===== src/rtl/hs4_pkg.sv =====
// Shared types and constants for the 4-phase handshake receiver.
package hs4_pkg;

    // Receiver handshake FSM states.
    typedef enum logic [1:0] {
        StArm,
        StIdle,
        StHold,
        StRelease
    } hs_state_e;

    localparam int unsigned DefDataW = 3;
    localparam int unsigned TokCntW  = 16;

endpackage


===== src/rtl/sync_fifo.sv =====
// Small synchronous FIFO with registered occupancy and zero-initialised storage.
module sync_fifo #(
    parameter int unsigned DATA_W = 3,
    parameter int unsigned DEPTH  = 4
) (
    input  logic                       clk,
    input  logic                       rst,
    input  logic                       push,
    input  logic [DATA_W-1:0]          push_data,
    input  logic                       pop,
    output logic [DATA_W-1:0]          pop_data,
    output logic                       full,
    output logic                       empty,
    output logic [$clog2(DEPTH):0]     level
);

    localparam int unsigned PtrW = $clog2(DEPTH);
    localparam int unsigned LvlW = PtrW + 1;

    logic [DATA_W-1:0] mem_q [DEPTH];
    logic [DATA_W-1:0] mem_d [DEPTH];
    logic [PtrW-1:0]   wr_ptr_q, wr_ptr_d;
    logic [PtrW-1:0]   rd_ptr_q, rd_ptr_d;
    logic [LvlW-1:0]   level_q, level_d;
    logic              push_en, pop_en;

    assign full     = (level_q == LvlW'(DEPTH));
    assign empty    = (level_q == '0);
    assign level    = level_q;
    assign pop_data = mem_q[rd_ptr_q];

    // Next-state: guarded push/pop, pointers wrap naturally (DEPTH is a power of 2).
    always_comb begin
        push_en  = push && !full;
        pop_en   = pop && !empty;
        mem_d    = mem_q;
        wr_ptr_d = wr_ptr_q;
        rd_ptr_d = rd_ptr_q;
        level_d  = level_q;
        if (push_en) begin
            mem_d[wr_ptr_q] = push_data;
            wr_ptr_d        = wr_ptr_q + 1'b1;
        end
        if (pop_en) begin
            rd_ptr_d = rd_ptr_q + 1'b1;
        end
        case ({push_en, pop_en})
            2'b10:   level_d = level_q + 1'b1;
            2'b01:   level_d = level_q - 1'b1;
            default: level_d = level_q;
        endcase
    end

    // State registers; storage cleared on reset so the head never shows X.
    always_ff @(posedge clk) begin
        if (rst) begin
            for (int i = 0; i < int'(DEPTH); i++) begin
                mem_q[i] <= '0;
            end
            wr_ptr_q <= '0;
            rd_ptr_q <= '0;
            level_q  <= '0;
        end else begin
            mem_q    <= mem_d;
            wr_ptr_q <= wr_ptr_d;
            rd_ptr_q <= rd_ptr_d;
            level_q  <= level_d;
        end
    end

endmodule


===== src/rtl/hs4_rx_sync.sv =====
// Clocked terminator for a 4-phase bundled-data channel: synchronises req,
// captures data into a FIFO, returns ack, and presents tokens as valid/ready.
module hs4_rx_sync
    import hs4_pkg::*;
#(
    parameter int unsigned DATA_W      = DefDataW,
    parameter int unsigned SYNC_STAGES = 2,
    parameter int unsigned FIFO_DEPTH  = 4
) (
    input  logic                          clk,
    input  logic                          rst,
    input  logic                          hs_req,
    input  logic [DATA_W-1:0]             hs_data,
    output logic                          hs_ack,
    output logic                          m_valid,
    output logic [DATA_W-1:0]             m_data,
    input  logic                          m_ready,
    output logic [$clog2(FIFO_DEPTH):0]   level,
    output logic [TokCntW-1:0]            tok_cnt
);

    (* ASYNC_REG = "TRUE" *) logic [SYNC_STAGES-1:0] sync_q;
    logic [SYNC_STAGES-1:0] sync_d;
    // Tracks how many fresh samples have entered the synchroniser since reset.
    logic [SYNC_STAGES-1:0] fill_q, fill_d;
    logic                   req_s;
    logic                   sync_valid;

    hs_state_e              state_q, state_d;
    logic                   ack_q, ack_d;
    logic [TokCntW-1:0]     tok_cnt_q, tok_cnt_d;
    logic                   push;
    logic                   fifo_full;
    logic                   fifo_empty;

    assign req_s      = sync_q[SYNC_STAGES-1];
    assign sync_valid = fill_q[SYNC_STAGES-1];
    assign sync_d     = {sync_q[SYNC_STAGES-2:0], hs_req};
    assign fill_d     = {fill_q[SYNC_STAGES-2:0], 1'b1};

    assign hs_ack  = ack_q;
    assign tok_cnt = tok_cnt_q;
    assign m_valid = !fifo_empty;

    // Handshake FSM: accept on req rise when not full, hold ack until req falls.
    always_comb begin
        state_d   = state_q;
        push      = 1'b0;
        tok_cnt_d = tok_cnt_q;
        unique case (state_q)
            // The reset synchroniser reads 0, so only trust req_s once refilled;
            // otherwise a req held high across reset would look like a new token.
            StArm: begin
                if (sync_valid && !req_s) state_d = StIdle;
            end
            StIdle: begin
                if (req_s && !fifo_full) begin
                    push      = 1'b1;
                    tok_cnt_d = tok_cnt_q + 1'b1;
                    state_d   = StHold;
                end
            end
            StHold: begin
                if (!req_s) state_d = StRelease;
            end
            StRelease: begin
                state_d = StIdle;
            end
            default: state_d = StArm;
        endcase
        ack_d = (state_d == StHold);
    end

    // Synchroniser, FSM, ack and token counter registers.
    always_ff @(posedge clk) begin
        if (rst) begin
            sync_q    <= '0;
            fill_q    <= '0;
            state_q   <= StArm;
            ack_q     <= 1'b0;
            tok_cnt_q <= '0;
        end else begin
            sync_q    <= sync_d;
            fill_q    <= fill_d;
            state_q   <= state_d;
            ack_q     <= ack_d;
            tok_cnt_q <= tok_cnt_d;
        end
    end

    sync_fifo #(
        .DATA_W (DATA_W),
        .DEPTH  (FIFO_DEPTH)
    ) u_fifo (
        .clk       (clk),
        .rst       (rst),
        .push      (push),
        .push_data (hs_data),
        .pop       (m_ready),
        .pop_data  (m_data),
        .full      (fifo_full),
        .empty     (fifo_empty),
        .level     (level)
    );

endmodule


===== config.mk =====
export PLATFORM = sky130hd
export DESIGN_NAME = hs4_rx_sync
export DESIGN_NICKNAME = d
export VERILOG_FILES = /design/src/rtl/hs4_pkg.sv /design/src/rtl/sync_fifo.sv /design/src/rtl/hs4_rx_sync.sv
export SDC_FILE = /design/constraint.sdc
export NUM_CORES = 1
export LEC_CHECK = 0
export CAP_MARGIN = 20
export CORE_MARGIN = 4
export CORE_UTILIZATION = 55
export CTS_CLUSTER_DIAMETER = 150
export CTS_CLUSTER_SIZE = 24
export DETAILED_ROUTE_END_ITERATION = 6
export GPL_TIMING_DRIVEN = 0
export PLACE_DENSITY_LB_ADDON = 0.25
export SLEW_MARGIN = 20
export SYNTH_ARGS = -nofsm -noshare
export SYNTH_HDL_FRONTEND = slang
export SYNTH_SLANG_ARGS = --single-unit

===== constraint.sdc =====
create_clock -name clk -period 5.1 [get_ports clk]
set_input_delay 0.765 -clock clk [delete_from_list [all_inputs] [get_ports clk]]
set_output_delay 0.765 -clock clk [all_outputs]
set_load 0.05 [all_outputs]

==> run metrics <==
status=finished, final reports clean; layout cell share with drive strength beyond 1=8.37%; post-synthesis mux area share=5.93%; sequential share of the synthesized area=44.3%; setup tns final=0 ps; Layout Skew=9.71 ps; min-delay worst type=register to register; pin count of the biggest net entering global routing=13; worst path required time=roughly 4300 ps; Distinct cells, synth=34; syn_nets=~230; main combinational cell family by area after synthesis=simple AND/OR/NAND/NOR gates; via count=around 1600; mean post-synth cell area=8.91 um2; placement row count=21; Routed Antenna Nets=0; initial antenna violation count=0; max-slew violations=0; Root Buffer=clkbuf_4; Starting DRT DRC Count=119; Worst-Skew Late Latency=360 ps; Critical Path Fanout Max=5; Synth Cell Area=0.00190 mm2; Yosys top cell area share=44.3%; Adder-Cell Fraction of Synth Area=5.01%; drt pass-1 iters=4; grt total ovfl=0; n_diodes=0; number of synthesis warnings=0; Clock power frac=36.0%; WHS=around 460 ps; Yosys top cell by area=dfxtp_1; Fillers=299; chip width=roughly 67 um; count of final setup violators=0; Final period util=56.6%; Slew @ Worst Pin=543 ps; ys async rst share=0%; Max Fclk=346 MHz; peak supply drop=0.157 mV; # IOs=31; PortBufs=30; postcts setup bufs=0; GPL Wtd Cong=0.852; Synth Area in Compound Gates=under 10%; Routed Wire Length=4.12 mm; HPWL after detailed placement=2.95 mm; Crit. End Element=output port; shortest period the worst path allows=2890 ps; Maximum Capacitance Violations=0; Yosys reg bits=42; worst rel slew slack=a little under two thirds; Total GRT Usage=20.6%; Die H=around 67 um; Total Die Area=0.00445 mm2; PwrDens=~250 mW/mm2; area grow syn2layout=22.8%; Leak Pwr=0.000785 uW; CTS Buf Count=5; Via density=5.50; vias in the first global route=1562; top cells by area, synth=dfxtp_1 44%, a21oi_1 6.1%, nand3_1 5.5%; Primary FF master, synth=dfxtp_1; Core ar.=approximately 0.0033 mm2; first-pass GRT wire length=around 6.8 mm; register share of total power=57.8%; Hold Fails Final Rpt=0; wire length per cell=13.9 um; Remaining DRCs=0; Cells after Synth=213; startpoint types=register; CP arrival=2120 ps; switching part of the total power=22.7%; Post-Synth Simple-Gate Area=about 28%; Synth Area in XOR/XNOR=5.08%; Worst-path clk slew=120 ps; CTS tree=yes; clock buffer depth=2; initial core utilization=56.9%; Internal Power=450 uW; RSZ-0062 raised after global routing=false; H-tree level count=2; Hold-fix buffers, CTS=0; Crit Path Category=register to output port; Post-synth EDFFs=0; nets=approximately 260; Logic pwr share=between 6 and 7%; CTS sink cnt=42; switching pwr=132 uW; post-cts sizing count=0
==> state kept, by name, indices dropped and copies added, names as in the netlist <==
name / count
hs_ack: 1
state_q: 2
tok_cnt: 16
u_fifo.mem_q: 12
u_fifo.rd_ptr_q: 2
u_fifo.wr_ptr_q: 2
sync_q: 2
u_fifo.level: 3
fill_q: 2
==> cell usage after synthesis (2+ instances only) <==
cell,n
nor2b_1,7
nor2_1,18
nand2b_1,2
mux4_2,3
buf_2,2
nand4b_1,3
nor4_1,2
dfxtp_1,42
xor2_1,3
clkbuf_1,4
o21ai_0,7
nor3_1,3
nand2_1,24
or3_1,6
mux2_2,4
inv_1,9
xnor2_1,8
nand4_1,3
a21oi_1,23
ha_1,6
nand3_1,21
==> cell type report <==
cell class                 count  area [um2]  share of cell area (%)
buffer                         6        25.0                    1.07
tap                           46        57.6                    2.47
clock inverter                 1        30.0                    1.29
multi-input combinational    156         998                    42.8
sequential                    42         841                    36.1
timing repair buffer          30         300                    12.9
inverter                       9        33.8                    1.45
clock buffer                   7        45.0                    1.93
==> worst max-delay path, cell delays in order (launching register included) <==
cell             delay, ps
dfxtp_1                490
mux4_2                 550
clkdlybuf4s50_1        710
==> layout by cell type (no fill, tap or decap), types with 2 or more instances in the layout <==
| master | n |
|---|---|
| xnor2_1 | 8 |
| clkbuf_1 | 6 |
| xor2_1 | 3 |
| mux4_2 | 3 |
| nor4_1 | 2 |
| clkbuf_4 | 5 |
| nand2_1 | 24 |
| or3_1 | 6 |
| dfxtp_1 | 42 |
| nor2b_1 | 7 |
| nand3_1 | 21 |
| mux2_2 | 4 |
| nand4b_1 | 3 |
| clkdlybuf4s50_1 | 30 |
| buf_2 | 2 |
| nor3_1 | 3 |
| ha_1 | 6 |
| a21oi_1 | 23 |
| nor2_1 | 18 |
| nand4_1 | 3 |
| inv_1 | 9 |
| o21ai_0 | 7 |
| nand2b_1 | 2 |
==> power by group through the flow <==
stage	Combinational (uW)	Clock, uW	Sequential, uW
after floorplan	18.8	0	346
after global placement	35.2	0	344
after detailed placement	35.8	0	344
after CTS	36.2	212	337
after global routing	39.3	227	338
final	36.0	210	337
==> cell families after synthesis <==
family / count (synthesis)
AND/OR/NAND/NOR: 99
adder cells (fa/ha/maj): 7
flip-flops: 42
buffers and inverters: 15
XOR/XNOR: 11
AO/OA/AOI/OAI: 32
multiplexers: 7
==> routing by layer <==
metal	part of all wire, %	track usage (%)	up-vias
met3	4.3	4.55	12
met2	47	31.9	49
met5	0	0	-
met1	46	25.9	756
li1	-	-	816
met4	3.0	12.4	0
==> worst paths after layout <==
check,from,to,slack (ps),depth (start not counted)
worst max-delay path,u_fifo.rd_ptr_q[0],m_data[1],2210,2
worst max register to register,u_fifo.level[2],u_fifo.level[2],2240,10
worst min register to register,sync_q[0],sync_q[1],460,1
worst min-delay path,sync_q[0],sync_q[1],460,1
==> through the flow <==
stage / setup WS, ps / instance area, um2 / utilization, % / instances / total power [uW]
global route: 2030 / 2330 / 69.9 / 297 / 604
floorplan: 2350 / 1900 / - / 213 / 365
finish: 2210 / 2330 / 69.9 / 297 / 583
CTS: 2200 / 2330 / 69.9 / 297 / 585
detailed placement: 2310 / 2260 / 67.6 / 289 / 380
global placement: 2380 / 2260 / 67.6 / 289 / 379
Note: power is estimated with default switching activity, not from simulation.
